[src/rtl/spi_cmd_decoder.sv]
// Frames SPI receiver bytes into EDM commands: opcode plus optional 16-bit little-endian operand.
// Range-checks operands, commits Ton/Toff/Ip/mode atomically and drives the machining run level.
module spi_cmd_decoder #(
   parameter int unsigned CLK_FREQ_HZ  = 50_000_000,
   parameter int unsigned TIMEOUT_US   = 1000,
   parameter int unsigned IP_MAX       = 200,
   parameter int unsigned TON_DEFAULT  = 100,
   parameter int unsigned TOFF_DEFAULT = 50
) (
   input  logic        clk,
   input  logic        sys_rst_n,
   input  logic [7:0]  rx_byte,
   input  logic        rx_valid,
   output logic [15:0] ton_us,
   output logic [15:0] toff_us,
   output logic [15:0] ip_set,
   output logic [1:0]  mode_sel,
   output logic        param_update,
   output logic        machine_run,
   output logic        cmd_err,
   output logic [2:0]  err_code
);

   // 64-bit product: TIMEOUT_US * CLK_FREQ_HZ overflows 32 bits at default settings
   localparam longint unsigned TO_CYC_L =
      (longint'(TIMEOUT_US) * longint'(CLK_FREQ_HZ)) / 64'd1_000_000;
   localparam int unsigned TO_CYC = 32'(TO_CYC_L);
   localparam int unsigned CNT_W  = (TO_CYC > 1) ? $clog2(TO_CYC) : 1;

   localparam logic [7:0] OP_TON   = 8'h91;
   localparam logic [7:0] OP_TOFF  = 8'h9E;
   localparam logic [7:0] OP_IP    = 8'h93;
   localparam logic [7:0] OP_MODE  = 8'h9C;
   localparam logic [7:0] OP_START = 8'h06;
   localparam logic [7:0] OP_STOP  = 8'h07;

   localparam logic [2:0] E_UNKNOWN = 3'd1;
   localparam logic [2:0] E_TIMEOUT = 3'd2;
   localparam logic [2:0] E_RANGE   = 3'd3;
   localparam logic [2:0] E_NOCFG   = 3'd4;

   typedef enum logic [1:0] {
      S_IDLE = 2'd0,
      S_LO   = 2'd1,
      S_HI   = 2'd2
   } state_t;

   state_t           r_state;
   logic [7:0]       r_op;
   logic [7:0]       r_lo;
   logic [CNT_W-1:0] r_cnt;
   logic [2:0]       r_cfg_seen;

   logic [15:0]      w_operand;
   logic             w_in_range;
   logic             w_expired;

   assign w_operand = {rx_byte, r_lo};
   assign w_expired = (r_cnt == CNT_W'(TO_CYC - 1));

   // Operand legality for the latched opcode
   always_comb begin
      w_in_range = 1'b0;
      case (r_op)
         OP_TON, OP_TOFF: w_in_range = (w_operand != 16'd0);
         OP_IP:           w_in_range = (w_operand <= 16'(IP_MAX));
         OP_MODE:         w_in_range = (w_operand <= 16'd3);
         default:         w_in_range = 1'b0;
      endcase
   end

   always_ff @(posedge clk or negedge sys_rst_n) begin
      if (!sys_rst_n) begin
         r_state      <= S_IDLE;
         r_op         <= '0;
         r_lo         <= '0;
         r_cnt        <= '0;
         r_cfg_seen   <= '0;
         ton_us       <= 16'(TON_DEFAULT);
         toff_us      <= 16'(TOFF_DEFAULT);
         ip_set       <= '0;
         mode_sel     <= '0;
         param_update <= 1'b0;
         machine_run  <= 1'b0;
         cmd_err      <= 1'b0;
         err_code     <= '0;
      end else begin
         param_update <= 1'b0;
         cmd_err      <= 1'b0;
         case (r_state)
            S_IDLE: begin
               r_cnt <= '0;
               if (rx_valid) begin
                  case (rx_byte)
                     OP_TON, OP_TOFF, OP_IP, OP_MODE: begin
                        r_op    <= rx_byte;
                        r_state <= S_LO;
                     end
                     OP_START: begin
                        // Start while running is a silent no-op
                        if (!machine_run) begin
                           if (r_cfg_seen == 3'b111) begin
                              machine_run <= 1'b1;
                           end else begin
                              cmd_err  <= 1'b1;
                              err_code <= E_NOCFG;
                           end
                        end
                     end
                     OP_STOP: machine_run <= 1'b0;
                     default: begin
                        cmd_err  <= 1'b1;
                        err_code <= E_UNKNOWN;
                     end
                  endcase
               end
            end
            S_LO: begin
               if (rx_valid) begin
                  r_lo    <= rx_byte;
                  r_cnt   <= '0;
                  r_state <= S_HI;
               end else if (w_expired) begin
                  r_cnt    <= '0;
                  r_state  <= S_IDLE;
                  cmd_err  <= 1'b1;
                  err_code <= E_TIMEOUT;
               end else begin
                  r_cnt <= r_cnt + CNT_W'(1);
               end
            end
            S_HI: begin
               if (rx_valid) begin
                  r_cnt   <= '0;
                  r_state <= S_IDLE;
                  if (w_in_range) begin
                     param_update <= 1'b1;
                     case (r_op)
                        OP_TON: begin
                           ton_us        <= w_operand;
                           r_cfg_seen[0] <= 1'b1;
                        end
                        OP_TOFF: begin
                           toff_us       <= w_operand;
                           r_cfg_seen[1] <= 1'b1;
                        end
                        OP_IP: begin
                           ip_set        <= w_operand;
                           r_cfg_seen[2] <= 1'b1;
                        end
                        OP_MODE: mode_sel <= w_operand[1:0];
                        default: ;
                     endcase
                  end else begin
                     cmd_err  <= 1'b1;
                     err_code <= E_RANGE;
                  end
               end else if (w_expired) begin
                  r_cnt    <= '0;
                  r_state  <= S_IDLE;
                  cmd_err  <= 1'b1;
                  err_code <= E_TIMEOUT;
               end else begin
                  r_cnt <= r_cnt + CNT_W'(1);
               end
            end
            default: r_state <= S_IDLE;
         endcase
      end
   end

endmodule
[config.mk]
export PLATFORM = sky130hd
export DESIGN_NAME = spi_cmd_decoder
export DESIGN_NICKNAME = d
export VERILOG_FILES = /design/src/rtl/spi_cmd_decoder.sv
export SDC_FILE = /design/constraint.sdc
export NUM_CORES = 1
export LEC_CHECK = 0
export BUFFER_PORTS_ARGS = -buffer_cell sky130_fd_sc_hd__buf_4
export CORE_MARGIN = 5
export CORE_UTILIZATION = 50
export DETAILED_ROUTE_END_ITERATION = 10
export HOLD_SLACK_MARGIN = 0.06
export PLACE_DENSITY = 0.73
export SYNTH_ARGS = -nofsm -noshare
export SYNTH_HDL_FRONTEND = slang
export SYNTH_SLANG_ARGS = --single-unit
[constraint.sdc]
create_clock -name clk -period 7.1 [get_ports clk]
set_clock_uncertainty 0.15 [all_clocks]
set_input_delay 1.42 -clock clk [delete_from_list [all_inputs] [get_ports clk]]
set_output_delay 1.42 -clock clk [all_outputs]
set_load 0.005 [all_outputs]
## Word-level counts from Yosys, hierarchy flattened

Index checks and enable logic that the tools add are counted.

- Equal/unequal tests: 21
- Mux-type cells: 34
- Reduce and logical (&&, ||, !) cells: 18
- Magnitude comparators: 2
- Add/subtract/negate cells: 1

Operator list:

| cell | number |
|---|---|
| $eq A8 B8 Y1 const B | 8 |
| $mux W16 | 2 |
| $pmux W16 S2 | 1 |
| $mux W3 | 7 |
| $add A16 B1 Y16 const B | 1 |
| $eq A16 B16 Y1 const B | 1 |
| $eq A8 B3 Y1 const B | 2 |
| $le A16 B2 Y1 const B | 1 |
| $le A16 B8 Y1 const B | 1 |
| $reduce_and A4 Y1 | 4 |
| $reduce_bool A16 Y1 | 1 |
| $mux W1 | 12 |
| $mux W2 | 5 |
| $ne A3 B3 Y1 const B | 3 |
| $pmux W3 S3 | 1 |
| $reduce_and A7 Y1 | 1 |
| $ne A2 B2 Y1 const B | 3 |
| $pmux W1 S3 | 2 |
| $pmux W2 S3 | 1 |
| $pmux W3 S2 | 1 |
| $reduce_and A3 Y1 | 2 |
| $reduce_or A5 Y1 | 1 |
| $pmux W1 S2 | 2 |
| $reduce_and A2 Y1 | 2 |
| other kinds (9) | 11 |

- Word-level logic and storage cells: 91
- Register bits: 93
- Output and inout port bits: 56
- Bits of input ports: 11

## Depth between registers and ports, before layout

- Depth in word-level cells: 6
- Depth in mapped cells: 9
- Mapped depth without buffers: 7

## Worst setup path before layout

No wires, ideal clock.

- Kind: input -> register
- Start: input rx_byte[3]
- End: register ton_us[10]
- Arrival: 3.312 ns
- Library setup time: 0.125 ns
- Buffers on the path: 2
- Slack: 3.513 ns
- Required time: 6.825 ns
- Cell stages on the path: 8
- Cell sequence: buf_4 > nor4_1 > nand4_1 > o31a_1 > or3_4 > nand3_2 > buf_2 > mux2_2

- Cells in the longest elaborated chain, start to end: 3
- Elaborated cells between the ends (all ways): 5
- Classes of those cells: 2 x order compare; 1 x mux; 2 x reduce/logical

RTL lines:

| item | RTL line | RTL |
|---|---|---|
| start: declaration | 12 | `input logic [7:0] rx_byte,` |
| $le A16 B2 Y1, or another cell as far along | 67 | `OP_MODE: w_in_range = (w_operand <= 16'd3);` |
| $pmux W1 S3 * | 64 | `case (r_op)` |
| $reduce_and A4 Y1 (no line) * | n/a |  |
| end signal: assignment | 79 | `ton_us <= 16'(TON_DEFAULT);` |
| end signal: assignment | 140 | `ton_us <= w_operand;` |
| end: declaration | 14 | `output logic [15:0] ton_us,` |

Every way passes the cells marked *; elsewhere a longest branch is shown, timed or not.
A chain may end at the register's enable or synchronous reset.

## Worst setup path in the final report

- Start: input rx_byte[7]
- End: register ip_set[0]

- Cells in the longest elaborated chain, start to end: 3
- Elaborated cells between the ends (all ways): 5
- Classes of those cells: 2 x order compare; 1 x mux; 2 x reduce/logical

RTL lines:

| item | RTL line | RTL |
|---|---|---|
| $le A16 B2 Y1, or another cell as far along | 67 |  |
| $pmux W1 S3 * | 64 |  |
| $reduce_and A4 Y1 (no line) * | n/a |  |
| end signal: assignment | 148 | `ip_set <= w_operand;` |
| end: declaration | 16 | `output logic [15:0] ip_set,` |

Marked as above.

==> results_dict.tcl <==
set metrics [dict create \
    p_sw_w 0.0003267 \
    finalNetCount 408 \
    drc_errors 0 \
    drtIter0Drc 127 \
    antenna_found_initial 0 \
    place_inst 486 \
    synth_edf_count 0 \
    totalWireLength_um 8402 \
    worst_path_max_delay_cell "nor2_2" \
    setup_violations 0 \
    cts_tree "done" \
    status "completed" \
    rsz0062_at_grt "false" \
    hp-class "reg -> reg" \
    power_w 0.001131 \
    grt_pass1_wl_um 14420 \
    die_x_um 100.5 \
    timing.final.crit_share_pct 52.55 \
    cp_data_arrival_time_ps 3820 \
    slew_viol_final 0 \
    synth_area_sq_um 4099 \
    synthArstFlopShare_pct 100.0 \
    clkPwrFrac_pct 31.3 \
    areaGrowthSynthToFinish_pct 18.59 \
    r2r_slack_ps 3850 \
    comb_power_share_pct 13.9 \
    clockBufferDepth 2 \
    switching_share_pct 28.89 \
    drive_gt1_share_pct 39.80 \
    dieHeight_um 100.5 \
    synth_area_per_cell_sq_um 12.69 \
    cp_slowest_stage_delay_ps 680 \
    clock_latency_ps 350 \
    p_int_w 0.0008041 \
    cts-root-buf "clkbuf_8" \
    p_leak_nw 2.394 \
    critPathBufInv 1 \
    ctsResizeCount 0 \
    critPathLaunchType "input port" \
    path_cells "buf_4 -> nor4_1 -> nand4_1 -> nor4_1 -> o31ai_2 -> nor2_2 -> mux2_2" \
    dr.pass1.iters 4 \
    cts_setup_buffers 0 \
    cts.sink_count 93 \
    numCtsBuffers 9 \
    tightest_slew_ps 858.4 \
    instances_no_fill 502 \
    worst-setup-path-type "in -> reg" \
    antenna_cells 0 \
    ys_seq_area_share_pct 56.96 \
    maxCapViolations 0 \
    ir_drop_uv 124.2 \
    ys_types 55 \
    via_per_inst 5.434 \
    synth_ff_type "dfrtp_1" \
    ios 67 \
    via_count 2728 \
    fin_util_pct 60.06 \
    power.density_nw_per_um2 232.6 \
    tns_ps 0 \
    cts-htree-levels 3 \
    path_clk_slew_ps 90 \
    ys_warn_count 0 \
    grt_pass1_vias 2871 \
    final_hold_viol_count 0 \
    wl_per_cell_um 16.74 \
    grt.total_usage_pct 18.04 \
    ys_ff_latch 93 \
    rows 33 \
    grt_max_degree 71 \
    cp_max_fo 17 \
    start_util_pct 50.65 \
    crit_family "simple AND/OR/NAND/NOR gates" \
    core_sq_um 8093 \
    postRouteAntennaNets 0 \
    fmax_mhz 268.0 \
    slew_headroom_pct 42.77 \
    hpwl_um 5820 \
    io_buffers 66 \
    cts-hold-fix-buffers 0 \
    cp.required_ps 7190 \
    syn-num-nets 339 \
    die-area_sq_um 10110 \
    p_seq_share_pct 54.7 \
    crit_top_cell "nor4_1" \
    place_congestion 0.8232 \
    post-route-min-period_ps 3731 \
    critPathCaptureType "flop" \
    grt-ovfl-total 0 \
    synthCells 323 \
]
==> per-layer routing <==
layer	GRT usage, %	up-vias	share of wire [%]
met5	0	-	0
met4	4.352	0	0.74
met3	5.606	7	5.3
met2	26.91	55	45
met1	25.87	1382	49
li1	-	1284	-
==> synthesized netlist by cell type (2+ instances only) <==
cell,instances,area share [%]
a21boi_0,2,0.37
a21oi_1,8,0.98
a22o_1,2,0.43
and2_1,3,0.46
and3_1,5,0.76
buf_4,3,0.55
clkbuf_1,2,0.18
dfrtp_1,87,53
dfstp_2,6,3.8
ha_1,5,1.5
inv_1,7,0.64
mux2_2,46,13
mux2_4,9,3.3
nand2_1,13,1.2
nand2b_1,4,0.61
nand3_1,7,0.85
nand3b_1,2,0.37
nand4_1,6,0.92
nor2_1,25,2.3
nor2b_1,11,1.7
nor3_1,6,0.73
nor4_1,6,0.92
nor4b_1,2,0.43
o21ai_0,5,0.61
o22ai_1,3,0.46
o31ai_1,2,0.37
or2_2,5,0.76
or3_1,2,0.31
or4b_2,2,0.49
xnor2_1,4,0.85
xor2_1,9,1.9
==> through the flow <==
stage	setup slack [ps]	hold slack, ps	instance area (sq um)
after global routing	3114	351.0	4861
after global placement	3150	304.5	4662
after detailed placement	3041	316.8	4662
after floorplan	3513	289.4	4099
after CTS	3409	340.0	4861
final	3369	337.5	4861
==> final timing paths <==
check / depth (start not counted) / start / to
max: 7 / rx_byte[7] / ip_set[0]
min: 1 / r_op[4] / r_op[4]
max reg2reg: 7 / r_cnt[0] / r_cnt[3]
min reg2reg: 1 / r_op[4] / r_op[4]
max in group asynchronous: 2 / sys_rst_n / mode_sel[0]
min in group asynchronous: 1 / sys_rst_n / ip_set[9]
==> power by group through the flow <==
stage	registers, W	logic, W	clock network [W]
floorplan	0.000610	0.000110	0
global placement	0.000626	0.000155	0
detailed placement	0.000630	0.000157	0
CTS	0.000619	0.000158	0.000364
global route	0.000627	0.000178	0.000386
finish	0.000619	0.000157	0.000355
==> state kept, by name (all words and copies together) (netlist names) <==
signal	cells
ip_set	16
r_cnt	16
toff_us	16
ton_us	16
r_lo	8
r_op	8
err_code	3
r_cfg_seen	3
mode_sel	2
r_state	2
cmd_err	1
machine_run	1
param_update	1
==> worst reg2reg max path: stages (launching register included) <==
cell	delay, ps
dfrtp_1	430
ha_1	190
or4b_2	590
nor4_1	650
nand2b_1	290
nor2_1	60
nor2_1	630
nor2_1	130
==> logic make-up after synthesis <==
group	count (synthesis)	synth area share, %
AND/OR/NAND/NOR	108	14.87
multiplexers	55	15.93
buffers and inverters	16	2.381
XOR/XNOR	13	2.778
adder cells (fa/ha/maj)	5	1.526
AO/OA/AOI/OAI	33	5.556
flip-flops	93	56.96
==> final cells by class <==
type                    count  area, sq um
clock buffers               9        123.9
clock inverters             7        75.07
fillers                   668         3232
inverters                   7        26.28
multi-input cells         214         1667
flip-flops and latches     93         2335
well taps                 105        131.4
repair buffers             67        503.0
==> placed cells by master, fill, tap and decap left out, drive strengths merged, types with 3 or more instances in the layout <==
cell type  instances
o21ai              5
nor4               6
o31ai              3
nor2b             11
buf               67
ha                 5
dfrtp             87
clkinvlp           3
nand3              8
or3                3
xor2               9
or2                5
o22ai              3
nor3               6
inv                8
nand2             13
nand2b             4
clkbuf             9
and2               3
xnor2              4
and3               6
dfstp              6
mux2              55
a21oi              8
nand4              6
nor2              26
Note: power is estimated with default switching activity, not from simulation.
